File: src/rtl/pc_fetch_unit.sv
// Architectural PC plus the instruction-fetch phase (req/ack to imem, IR/IPC latch).
// Optional PC_ALIGN_CHECK_EN: misaligned redirects are dropped and raise a sticky align_err.
module pc_fetch_unit #(
   parameter int              PC_W     = 32,
   parameter logic [PC_W-1:0] RESET_PC = PC_W'(32'h0000_3000)
) (
   input  logic            clk,
   input  logic            rstn,
   input  logic            fetch_en,
   input  logic            stall,
   input  logic            br_valid,
   input  logic [PC_W-1:0] br_target,
   output logic            imem_req,
   output logic [PC_W-1:0] imem_addr,
   input  logic            imem_ack,
   input  logic [31:0]     imem_rdata,
   output logic [31:0]     ir,
   output logic [PC_W-1:0] ipc,
   output logic [PC_W-1:0] pc,
   output logic            fetch_done,
   output logic            busy,
   output logic            align_err
);

   typedef enum logic {IDLE = 1'b0, WAIT = 1'b1} state_t;

   state_t          state_q;
   logic [PC_W-1:0] pc_q, ipc_q, addr_q, redir_addr_q;
   logic [31:0]     ir_q;
   logic            req_q, ack_q, done_q, pend_q, redir_pend_q, align_err_q;
   logic            pend_d, issue;
   logic [PC_W-1:0] tgt;
   logic            tgt_ok, br_ok, br_bad;

`ifdef PC_ALIGN_CHECK_EN
   assign tgt    = br_target;
   assign tgt_ok = (br_target[1:0] == 2'b00);
`else
   assign tgt    = {br_target[PC_W-1:2], 2'b00};
   assign tgt_ok = 1'b1;
`endif

   assign br_ok  = br_valid & tgt_ok;
   assign br_bad = br_valid & ~tgt_ok;

   // A fetch issues only from IDLE with nothing competing for the PC this cycle.
   assign issue = (state_q == IDLE) & (fetch_en | pend_q) & ~stall & ~br_valid & ~align_err_q;

   always_comb begin
      pend_d = pend_q;
      if (issue)         pend_d = 1'b0;
      else if (fetch_en) pend_d = 1'b1;
   end

   always_ff @(posedge clk or negedge rstn) begin
      if (!rstn) begin
         state_q      <= IDLE;
         pc_q         <= RESET_PC;
         ir_q         <= '0;
         ipc_q        <= '0;
         req_q        <= 1'b0;
         addr_q       <= RESET_PC;
         ack_q        <= 1'b0;
         done_q       <= 1'b0;
         pend_q       <= 1'b0;
         redir_pend_q <= 1'b0;
         redir_addr_q <= '0;
         align_err_q  <= 1'b0;
      end else begin
         pend_q      <= pend_d;
         ack_q       <= 1'b0;
         done_q      <= ack_q;
         align_err_q <= align_err_q | br_bad;
         case (state_q)
            IDLE: begin
               if (br_ok) begin
                  pc_q <= tgt;
               end else if (issue) begin
                  req_q   <= 1'b1;
                  addr_q  <= pc_q;
                  state_q <= WAIT;
               end
            end
            WAIT: begin
               if (imem_ack) begin
                  ir_q         <= imem_rdata;
                  ipc_q        <= addr_q;
                  req_q        <= 1'b0;
                  ack_q        <= 1'b1;
                  redir_pend_q <= 1'b0;
                  state_q      <= IDLE;
                  // A same-cycle redirect is the newest, so it beats any latched one.
                  if (br_ok)             pc_q <= tgt;
                  else if (redir_pend_q) pc_q <= redir_addr_q;
                  else                   pc_q <= addr_q + PC_W'(4);
               end else if (br_ok) begin
                  redir_pend_q <= 1'b1;
                  redir_addr_q <= tgt;
               end
            end
            default: state_q <= IDLE;
         endcase
      end
   end

   assign imem_req   = req_q;
   assign imem_addr  = addr_q;
   assign ir         = ir_q;
   assign ipc        = ipc_q;
   assign pc         = pc_q;
   assign fetch_done = done_q;
   assign busy       = (state_q == WAIT);
   assign align_err  = align_err_q;

endmodule

File: config.mk
export PLATFORM = sky130hd
export DESIGN_NAME = pc_fetch_unit
export DESIGN_NICKNAME = d
export VERILOG_FILES = /design/src/rtl/pc_fetch_unit.sv
export SDC_FILE = /design/constraint.sdc
export NUM_CORES = 1
export LEC_CHECK = 0
export CORE_ASPECT_RATIO = 1.1
export CORE_UTILIZATION = 35
export DETAILED_ROUTE_END_ITERATION = 8
export PLACE_DENSITY = 0.7
export SLEW_MARGIN = 10
export SYNTH_ARGS = -nofsm -noshare
export SYNTH_HDL_FRONTEND = slang
export SYNTH_SLANG_ARGS = --single-unit
File: constraint.sdc
create_clock -name clk -period 4.1 [get_ports clk]
set_input_delay 0.82 -clock clk [delete_from_list [all_inputs] [get_ports clk]]
set_output_delay 0.82 -clock clk [all_outputs]
set_load 0.02 [all_outputs]
Yosys cells after proc, flatten, opt, wreduce, memory -nomap -nowiden:

Index checks and enable logic that the tools add are counted.

* add/subtract/negate cells: 1
* $mul: 0
* divide/modulo/power cells: 0
* order comparisons: 0
* equality and inequality tests: 4
* shift-type cells: 0
* multiplexer cells: 19
* bitwise logic cells: 8
* reduce and logical (&&, ||, !) cells: 8

Operators with widths (number)
* two-way mux 32 bit: 4
* case mux 32 bit (2 select lines): 1
* adder 32 x 3 -> 32 bit (second input constant): 1
* two-way mux 1 bit: 12
* AND reduction 3 bit: 3
* != test 2 bit (second input constant): 4
* AND reduction 2 bit: 3
* inverter 1 bit: 4
* case mux 1 bit (2 select lines): 2
* nonzero test 2 bit: 2
* AND 1 bit: 3
* bitwise OR 1 bit: 1

* flip-flop bits (word level): 164
* latch bits: 0
* RAM bits: 0
* bits in read-only memories: 0
* bits of input ports: 70
* output and inout port bits: 132
* logic and storage cells: 51
* memories: 0

Depth between registers and ports, before layout:

* depth in word-level cells: 7
* mapped depth: 7
* mapped depth without buffers: 6

Worst setup path after synthesis:

OpenSTA, ideal clock, no wires.

* path type: input-to-reg
* start: input port br_valid
* end: register addr_q[22], in the netlist imem_addr[22]
* library setup time: 0.128 ns
* arrival time: 1.948 ns
* data required time: 3.972 ns
* path slack: 2.024 ns
* stages: 5
* buffers on the path: 2
* cells stage by stage: or2_1 or3_1 buf_4 buf_6 mux2_1

* cells in the longest elaborated chain, start to end: 3

Ends and longest elaborated chain
* start: declaration: line 11 `input logic br_valid,`
* inverter 1 bit (no source line) *
* AND 1 bit: line 47 `assign issue = (state_q == IDLE) & (fetch_en | pend_q) & ~stall & ~br_valid & ~align_err_q;`
* AND reduction 3 bit (no source line) *
* end signal: assignment: line 80 `addr_q <= pc_q;`
* end: declaration: line 28 `logic [PC_W-1:0] pc_q, ipc_q, addr_q, redir_addr_q;`

Every way passes the cells marked *; elsewhere a longest branch is shown, timed or not.
A chain may end at the register's enable or synchronous reset.

Final worst setup path:

* start: register state_q, in the netlist busy
* end: output port busy

RTL lines
* start: declaration: line 27 `state_t state_q;`
* start signal: assignment: line 57 `state_q <= IDLE;`
* start signal: assignment: line 81 `state_q <= WAIT;`
* start signal: assignment: line 91 `state_q <= IDLE;`
* end: declaration: line 21 `output logic busy,`

No word-level cell between the ends.

==> results.yml <==
timing:
  relSlewSlack: 0.3358
  worst_slack_ns: 1.282
  tightestPinTransition_ns: 0.9963
  finalSetupViolCount: 0
  skew_ns: 0.007546
  setup_tns_ns: 0
  finalHoldViolations: 0
  whs_ns: 0.3490
  max_freq_mhz: 354.9
  min_period_over_period: 0.6872
  drv_slew: 0
  fin_crit_ns: 2.818
  grt_setup_unrepaired: "false"
worst_setup_path:
  path_max_fanout: 21
  slowest_delay_ns: 0.83
  cpMaxStageDelayCell: "dfrtp_1"
  criticalPathCategory: "reg2out"
  arrival_ns: 2.00
  crit_path_end_kind: "output pin"
  crit_start: "busy"
  path_buf_inv: 1
  cp_top_family: "flip-flops"
  path_cells: "clkdlybuf4s50_1"
  required_ns: 3.28
  rr_startpoint: "busy"
  setup.worst_path.start_class: "flip-flop"
place:
  io_buffers: 198
  gp_congestion: 0.7321
  place_ws_ns: 0.8359
  dpl-instance-area_um2: 9434
  hpwl_um: 12430
detailed_routing:
  dr.max_layer_used: "met5"
  drt_iter0_markers: 227
  wl_met3_um: 1263
  dr.pass1.iters: 8
  drt_wl_total_um: 18510
  ant_nets: 0
  wl_per_cell_um: 18.27
  drt-met1-wl_um: 8123
  drc: 10
  viasPerCell: 5.198
  wl_met2_um: 8826
  vias: 5266
finish:
  final_cell_mix: "clkdlybuf4s50_1 (197), dfrtp_1 (160), mux2_2 (123), nand2_1 (29), and3_1 (20)"
  final_nets: 819
  drive_gt1_frac: 0.2365
  diodes: 0
  final_common_cell: "clkdlybuf4s50_1"
  area_growth_pct: 39.58
  finalInstanceArea_um2: 10080
synthesis:
  synth_area_leaders: "dfrtp_1 (55%), mux2_2 (19%), xor2_1 (2.1%)"
  synth_top_area_share: 0.5545
  synth_seq_cells: 164
  postSynth.asyncResetShare: 1.000
  synth_cells: 555
  synth_warnings: 0
  syn-cell-area_um2: 7221
  synth_cell_types: 53
  synthFlopType: "dfrtp_1"
  syn_area_per_cell_um2: 13.01
  synth_edf_count: 0
  post-synth-top-area-cell: "dfrtp_1"
  ys_seq_area_frac: 0.5691
  synth_nets: 626
cts:
  cts_setup_buffers: 0
  cts_tree: "built"
  path_clk_slew_ns: 0.06
  clockBufferDepth: 2
  numCtsBuffers: 17
  clk_latency_ns: 0.42
  holdBufCountCts: 0
  cts.sinks: 164
  htree_levels: 4
  cts.repair.resized: 0
  cts-root-buf: "clkbuf_16"
floorplanning:
  die-area_um2: 21210
  dieWidth_um: 139.0
  core_um2: 20000
  io_pins: 202
  fp-row-count: 54
  start_util: 0.3610
  die_h_um: 152.6
power_and_ir_drop:
  combPwrFrac: 0.357
  p_clk_frac: 0.253
  switching_share: 0.3363
  power_density_nw_per_um2: 680.3
  ir_drop_v: 0.0003670
  switchingPower_mw: 2.305
  leakagePower_nw: 4.252
  p_seq_frac: 0.390
  p_int_mw: 4.551
global_route:
  antenna_found_initial: 1
  grt_overflow_total: 0
  grtUsageTotal: 0.1815
  grt_max_degree: 85
  grt_pass1_wl_um: 29900
  first_global_vias: 5489
hold_path:
  min_from: "ack_q"
  min_path_type: "reg2reg"
run:
  cap_viol_max_count: 0
run_status:
  status: "finished with violations"
  violations: "design-rule violations"
-- final cells by class --
class,count,area (um2)
multi-input combinational,353,2923
inverter,7,26.28
timing repair buffer,205,2061
fill,1806,9921
clock inverter,11,173.9
clock buffer,21,470.5
tap,252,315.3
sequential,164,4109
-- cells in the mapped netlist, drive strengths merged, types with 5 or more instances --
cell type  instances
clkbuf            18
o21ai             22
buf               13
a21oi             17
dfrtp            160
o22ai             18
nand4             10
xnor2              7
nand2             30
nor3               5
and3              22
mux2i              7
nor2              16
xor2              17
a221oi            16
inv                6
mux2             127
nand3             15
-- power groups by stage --
stage	clock, mW	combinational, mW	sequential [mW]
after floorplan	0	0.818	3.11
after global placement	0	2.43	2.69
after detailed placement	0	2.46	2.71
after CTS	1.78	2.47	2.68
after global routing	1.83	2.61	2.77
final	1.73	2.45	2.68
-- flip-flops by register name, summed over array words and instances, names as in the netlist, 30 cells and up --
name and count:
ipc 32, ir 32, redir_addr_q 30, pc 32, imem_addr 32
-- cells by family after synthesis --
group                    Yosys count  synth area share
multiplexers                     134            0.2078
adder cells (fa/ha/maj)            1          0.001733
AND/OR/NAND/NOR                  109           0.08976
flip-flops                       164            0.5691
AO/OA/AOI/OAI                     84           0.07538
XOR/XNOR                          24           0.02911
other                              1         0.0005193
buffers and inverters             38           0.02668
-- stage by stage --
step,util,power [mW],cells
global route,0.5039,7.211,1013
detailed placement,0.4717,5.169,981
finish,0.5039,6.856,1013
global placement,0.4717,5.121,981
floorplan,-,3.928,555
CTS,0.5039,6.935,1013
-- path summary, 6_finish.rpt --
kind / to / cells past startpoint / slack [ns]
max: busy / 1 / 1.28
min: fetch_done / 0 / 0.35
max reg2reg: pc[27] / 5 / 1.47
min reg2reg: fetch_done / 0 / 0.35
max in group asynchronous: imem_addr[21] / 2 / 2.71
min in group asynchronous: ipc[9] / 1 / 0.45
-- routing by layer --
| layer | vias up | GRT usage |
|---|---|---|
| li1 | 2421 | - |
| met1 | 2657 | 0.2257 |
| met2 | 163 | 0.3013 |
| met3 | 23 | 0.05280 |
| met4 | 2 | 0.06085 |
| met5 | - | 0 |
No activity file was read; power rests on OpenSTA's default activity.
